$ cat src/rtl/shift_sequencer.sv
// shift_sequencer
//   Drives the left/right shift-event inputs of a BIT_DEPTH-bit shift register.
//   In manual mode, rising edges on the synchronized button levels become
//   one-cycle shift events. In auto mode, the register is cleared and seeded
//   with a single 1, and that bit then bounces between LSB and MSB at a rate
//   set by the prescaler period.
//
//   Optional build macro SHIFT_SEQ_COUNTER_EN adds a 16-bit event_count output
//   that counts the cycles in which any shift event is high.
//
// Ports
//   clk                system clock
//   reset              synchronous, active-high reset
//   left_req/right_req synchronized button levels; a rising edge is a request
//   left_bit_in        data bit for a manual left shift
//   right_bit_in       data bit for a manual right shift
//   auto_mode          1 = bounce mode, 0 = manual mode
//   period             clocks per bounce step (0 behaves as 1)
//   left_shift_event   pulse: shift toward MSB, left_shift_bit enters at LSB
//   left_shift_bit     data bit for the left shift
//   right_shift_event  pulse: shift toward LSB, right_shift_bit enters at MSB
//   right_shift_bit    data bit for the right shift
//   position           index of the lit bit in auto mode, 0 otherwise
//   state              FSM state, for debug LEDs
//   event_count        (SHIFT_SEQ_COUNTER_EN only) number of event cycles
//
// States
//   state    | meaning
//   IDLE     | out of reset, picks manual or auto on the next clock
//   MANUAL   | button edges become shift events
//   CLEAR    | BIT_DEPTH back-to-back left shifts of 0
//   SEED     | one left shift of 1 (lit bit at position 0)
//   SWEEP_L  | lit bit moves MSB-ward once per tick
//   SWEEP_R  | lit bit moves LSB-ward once per tick

module shift_sequencer #(
    parameter int BIT_DEPTH      = 8,
    parameter int PRESCALE_WIDTH = 26
) (
    input  logic                          clk,
    input  logic                          reset,
    input  logic                          left_req,
    input  logic                          right_req,
    input  logic                          left_bit_in,
    input  logic                          right_bit_in,
    input  logic                          auto_mode,
    input  logic [PRESCALE_WIDTH-1:0]     period,
    output logic                          left_shift_event,
    output logic                          left_shift_bit,
    output logic                          right_shift_event,
    output logic                          right_shift_bit,
    output logic [$clog2(BIT_DEPTH)-1:0]  position,
    output logic [2:0]                    state
`ifdef SHIFT_SEQ_COUNTER_EN
    ,
    output logic [15:0]                   event_count
`endif
);

    localparam int POS_W = $clog2(BIT_DEPTH);

    localparam logic [2:0] ST_IDLE    = 3'd0;
    localparam logic [2:0] ST_MANUAL  = 3'd1;
    localparam logic [2:0] ST_CLEAR   = 3'd2;
    localparam logic [2:0] ST_SEED    = 3'd3;
    localparam logic [2:0] ST_SWEEP_L = 3'd4;
    localparam logic [2:0] ST_SWEEP_R = 3'd5;

    localparam logic [POS_W-1:0] POS_LAST   = POS_W'(BIT_DEPTH - 1);
    // Position from which one more left step lands on the MSB.
    localparam logic [POS_W-1:0] POS_TURN_L = POS_W'(BIT_DEPTH - 2);
    localparam logic [POS_W-1:0] POS_TURN_R = POS_W'(1);

    logic                      left_req_q;
    logic                      right_req_q;
    logic                      right_pend;
    logic                      right_pend_bit;
    logic [POS_W-1:0]          clear_cnt;
    logic [PRESCALE_WIDTH-1:0] presc_cnt;
    logic [PRESCALE_WIDTH-1:0] presc_last;
    logic                      left_rise;
    logic                      right_rise;
    logic                      tick;
    logic                      presc_wrap;

    assign left_rise  = left_req & ~left_req_q;
    assign right_rise = right_req & ~right_req_q;

    // period 0 behaves as 1, i.e. a tick every clock.
    assign presc_last = (period == '0) ? '0 : period - PRESCALE_WIDTH'(1);
    assign tick       = (presc_cnt == presc_last);
    // A period shrunk below the current count wraps at once (no tick).
    assign presc_wrap = (presc_cnt >= presc_last);

    always_ff @(posedge clk) begin
        if (reset) begin
            state             <= ST_IDLE;
            position          <= '0;
            left_shift_event  <= 1'b0;
            left_shift_bit    <= 1'b0;
            right_shift_event <= 1'b0;
            right_shift_bit   <= 1'b0;
            left_req_q        <= 1'b0;
            right_req_q       <= 1'b0;
            right_pend        <= 1'b0;
            right_pend_bit    <= 1'b0;
            clear_cnt         <= '0;
            presc_cnt         <= '0;
        end else begin
            left_req_q        <= left_req;
            right_req_q       <= right_req;
            left_shift_event  <= 1'b0;
            left_shift_bit    <= 1'b0;
            right_shift_event <= 1'b0;
            right_shift_bit   <= 1'b0;

            case (state)
                ST_IDLE: begin
                    clear_cnt <= '0;
                    state     <= auto_mode ? ST_CLEAR : ST_MANUAL;
                end

                ST_MANUAL: begin
                    if (auto_mode) begin
                        state          <= ST_CLEAR;
                        clear_cnt      <= '0;
                        right_pend     <= 1'b0;
                        right_pend_bit <= 1'b0;
                    end else if (left_rise) begin
                        // Left wins a tie; right waits one cycle.
                        left_shift_event <= 1'b1;
                        left_shift_bit   <= left_bit_in;
                        if (right_rise && !right_pend) begin
                            right_pend     <= 1'b1;
                            right_pend_bit <= right_bit_in;
                        end
                    end else if (right_pend) begin
                        // Any new right edge in this cycle is dropped.
                        right_shift_event <= 1'b1;
                        right_shift_bit   <= right_pend_bit;
                        right_pend        <= 1'b0;
                    end else if (right_rise) begin
                        right_shift_event <= 1'b1;
                        right_shift_bit   <= right_bit_in;
                    end
                end

                ST_CLEAR, ST_SEED, ST_SWEEP_L, ST_SWEEP_R: begin
                    if (!auto_mode) begin
                        state     <= ST_MANUAL;
                        position  <= '0;
                        presc_cnt <= '0;
                        clear_cnt <= '0;
                    end else if (state == ST_CLEAR) begin
                        left_shift_event <= 1'b1;
                        if (clear_cnt == POS_LAST) begin
                            clear_cnt <= '0;
                            state     <= ST_SEED;
                        end else begin
                            clear_cnt <= clear_cnt + POS_W'(1);
                        end
                    end else if (state == ST_SEED) begin
                        left_shift_event <= 1'b1;
                        left_shift_bit   <= 1'b1;
                        position         <= '0;
                        presc_cnt        <= '0;
                        state            <= ST_SWEEP_L;
                    end else begin
                        presc_cnt <= presc_wrap ? '0 : presc_cnt + PRESCALE_WIDTH'(1);
                        if (tick) begin
                            if (state == ST_SWEEP_L) begin
                                left_shift_event <= 1'b1;
                                position         <= position + POS_W'(1);
                                if (position == POS_TURN_L)
                                    state <= ST_SWEEP_R;
                            end else begin
                                right_shift_event <= 1'b1;
                                position          <= position - POS_W'(1);
                                if (position == POS_TURN_R)
                                    state <= ST_SWEEP_L;
                            end
                        end
                    end
                end

                default: begin
                    state    <= ST_IDLE;
                    position <= '0;
                end
            endcase
        end
    end

`ifdef SHIFT_SEQ_COUNTER_EN
    always_ff @(posedge clk) begin
        if (reset)
            event_count <= '0;
        else if (left_shift_event || right_shift_event)
            event_count <= event_count + 16'd1;
    end
`endif

endmodule

$ cat config.mk
export PLATFORM = sky130hd
export DESIGN_NAME = shift_sequencer
export DESIGN_NICKNAME = d
export VERILOG_FILES = /design/src/rtl/shift_sequencer.sv
export SDC_FILE = /design/constraint.sdc
export NUM_CORES = 1
export LEC_CHECK = 0
export CAP_MARGIN = 5
export CORE_MARGIN = 2
export CORE_UTILIZATION = 45
export DETAILED_ROUTE_END_ITERATION = 12
export PLACE_DENSITY = 0.75
export SYNTH_ARGS = -nofsm -noshare
export SYNTH_HDL_FRONTEND = slang
export SYNTH_SLANG_ARGS = --single-unit
$ cat constraint.sdc
create_clock -name clk -period 6 [get_ports clk]
set_clock_uncertainty 0.1 [all_clocks]
set_input_delay 1.2 -clock clk [delete_from_list [all_inputs] [get_ports clk]]
set_output_delay 1.2 -clock clk [all_outputs]
set_load 0.01 [all_outputs]
==> qor.csv <==
metric;value;unit
synth_edf_count;0;
fp-row-count;31;
worstHoldPathType;register to register;
postCtsHoldBufs;0;
antenna_left;0;
antenna_found_initial;0;
power.internal;565.0;uW
clock_latency;0.30;ns
synthFlopType;dfxtp_1;
worstPathMaxFanout;17;
htree_levels;2;
grt_max_degree;28;
p_sw_share;39.53;%
p_per_area;229.9;nW/um^2
syn_to_final_growth;18.50;%
status;finished, final reports clean;
post-route-drc-count;0;
num_vias;3351;
clockPowerShare;20.6;%
path_cells;clkdlybuf4s50_1 -> or3_1 -> or3b_2 -> nor2_1 -> and2_1 -> nand3b_1 -> buf_4 -> nand2_1 -> ha_1 -> nand4_1 -> or3_1 -> o32ai_1 -> or4_4 -> or3_1 -> or3_1 -> o21ai_0;
drive_gt1_share;4.462;%
power.switching;369.4;uW
synthCells;449;
total_leakage_power;0.001658;uW
worst_slew_pin_slew;0.8710;ns
synth_seq_cells;43;
vdd_drop_max;80.22;uV
cts_tree;yes;
first_iter_violations;182;
relSlewSlack;41.75;%
synth_nets;520;
post-cts-setup-buffer-count;0;
dpl_worst_slack;0.03344;ns
tns;0;ns
reg2reg_depth;8;
die_area;8336;sq um
yosys_warnings;0;
clock-sinks;43;
hold_viol_final;0;
startpoint_type;input pin;
dp_hpwl;6231;um
finalCritPeriodShare;93.76;%
drv_cap;0;
cp_num_cells;16;
syn_area_per_cell;7.638;sq um
start_util;46.78;%
cp-end-kind;register;
setup_violations;0;
cpMostUsedCell;or3_1;
clk_pin_slew;0.09;ns
core;7331;sq um
fmax;177.8;MHz
io_pins;43;
power_frac_comb;42.2;%
worst-endpoint-arrival;5.75;ns
overflow;0;
die_x;91.30;um
n_antenna_cell;0;
rsz0062_at_grt;false;
cts-buffers-inserted;5;
gp_congestion;0.8495;
crit_family;simple AND/OR/NAND/NOR gates;
p_seq_share;37.1;%
fin_crit;5.626;ns
required;6.12;ns
rrSetupSlack;2.16;ns
drtPass1Iterations;5;
grt_first_pass_wirelength;13610;um
ys_seq_area_share;25.10;%
die_y;91.30;um
wirelength;7917;um
grt_usage;19.42;%
nFillCells;667;
wl_per_cell;13.37;um
slew_viol_final;0;
crit_buf_inv;2;
clockBufferDepth;2;
cts-resized-gates;0;
cts_root_buffer;clkbuf_8;
final_area;4064;sq um
hold_depth;2;
place_area;3971;sq um
vias_per_cell;5.660;
crit_type;input pin to register;
critical-path-slowest-cell;or3_1;
cp_slowest_stage_delay;0.57;ns
grt_pass1_vias;3077;
yosysUniqueCellTypes;55;
nets;563;
async_flop_share;0;%
fin_ws;0.3742;ns
port_buffers;42;
syn_area;3430;sq um
holdWs;0.3890;ns
-- worst register-to-register path, stage by stage (launching register included) --
cell	delay (ns)
dfxtp_1	0.61
clkinv_1	0.33
ha_1	0.54
nand2_2	0.20
or3_1	0.36
or4_4	0.53
or3_1	0.57
or3_1	0.44
o21ai_0	0.09
-- cell usage after synthesis (2+ instances only) --
cell,instances,area share (%)
nand4b_1,2,0.51
nand3b_1,4,0.88
a31oi_1,10,1.8
xor2_1,15,3.8
o211ai_1,2,0.44
nor2_1,47,5.1
or3_1,11,2.0
a21oi_1,33,4.8
a21o_1,5,1.1
a211oi_1,2,0.44
ha_1,38,14
nand3_1,21,3.1
a2111oi_0,2,0.51
clkbuf_1,9,0.98
inv_1,12,1.3
buf_2,3,0.44
and2_1,5,0.91
nor2b_1,3,0.55
mux2i_1,6,1.8
nor3_1,20,2.9
nor4_1,5,0.91
o31ai_1,2,0.44
or4_1,5,1.1
o22ai_1,2,0.36
o21ai_0,18,2.6
nor3b_1,2,0.44
a22oi_1,2,0.44
nand4_1,6,1.1
dfxtp_1,43,25
buf_6,3,0.98
nand2_1,54,5.9
and3_1,6,1.1
nand2b_1,12,2.2
o211a_1,3,0.88
xnor2_1,10,2.6
o21a_1,5,1.1
a41oi_1,3,0.77
-- power by group through the flow --
| stage | Sequential (uW) | Combinational, uW | Clock [uW] |
|---|---|---|---|
| finish | 347 | 395 | 193 |
| global route | 351 | 442 | 209 |
| CTS | 346 | 393 | 195 |
| detailed placement | 353 | 390 | 0 |
| global placement | 351 | 384 | 0 |
| floorplan | 340 | 286 | 0 |
-- state kept, by name, indices dropped and copies added, names as in the netlist --
register           cells
left_req_q             1
state                  3
position               3
right_shift_bit        1
right_pend_bit         1
right_shift_event      1
clear_cnt              3
right_pend             1
left_shift_bit         1
presc_cnt             26
right_req_q            1
left_shift_event       1
-- worst paths after layout --
check | start | endpoint
min reg2reg | clear_cnt[2]$_SDFFE_PP0P_ | clear_cnt[2]$_SDFFE_PP0P_
min | clear_cnt[2]$_SDFFE_PP0P_ | clear_cnt[2]$_SDFFE_PP0P_
max reg2reg | state[1]$_SDFFE_PP0P_ | presc_cnt[22]$_SDFFE_PP0P_
max | period[3] | presc_cnt[22]$_SDFFE_PP0P_
-- logic make-up (layout without fill, tap and decap cells) --
kind of cell             count (synthesis)  count (layout)  share of synthesized area [%]
XOR/XNOR                                25              25                          6.385
buffers and inverters                   28              72                          3.830
AND/OR/NAND/NOR                        210             210                          30.68
AO/OA/AOI/OAI                           99              99                          18.39
adder cells (fa/ha/maj)                 38              38                          13.86
flip-flops                              43              43                          25.10
multiplexers                             6               6                          1.751
-- area by class of cell --
type	instances	area [sq um]	share of cell area, %
multi-input cells	378	2437	59.98
inverters	13	48.80	1.201
clock buffers	5	68.82	1.693
well taps	99	123.9	3.048
repair buffers	51	500.5	12.32
flip-flops and latches	43	860.8	21.18
clock inverters	3	23.77	0.5850
-- layer usage --
layer | vias to the layer above | track usage [%] | part of all wire (%)
li1 | 1718 | - | -
met1 | 1535 | 26.39 | 49
met2 | 84 | 31.98 | 45
met3 | 14 | 2.241 | 4.2
met4 | 0 | 6.439 | 2.0
met5 | - | 0 | 0
-- stage by stage --
stage,power [uW],instances,utilization [%]
finish,934.4,592,55.44
global route,1002,592,55.44
CTS,933.2,592,55.44
detailed placement,743.2,584,54.17
global placement,735.4,584,54.17
floorplan,626.1,449,-
-- cell usage in the layout (no fill, tap or decap), drive strengths merged, types with 3 or more instances in the layout --
cell type       n
clkbuf          5
a21o            5
dfxtp          43
nand2          55
or4             6
and3            6
xnor2          10
a21oi          33
inv            13
and2            5
nor4            5
ha             38
mux2i           6
nand2b         12
or3            11
o21a            5
o211a           3
nor3           21
nand3b          4
nor2           47
xor2           15
nand4           6
nand3          21
a31oi          10
o21ai          18
clkdlybuf4s50  42
buf             9
a41oi           3
nor2b           4
(Power assumes the default switching activity.)
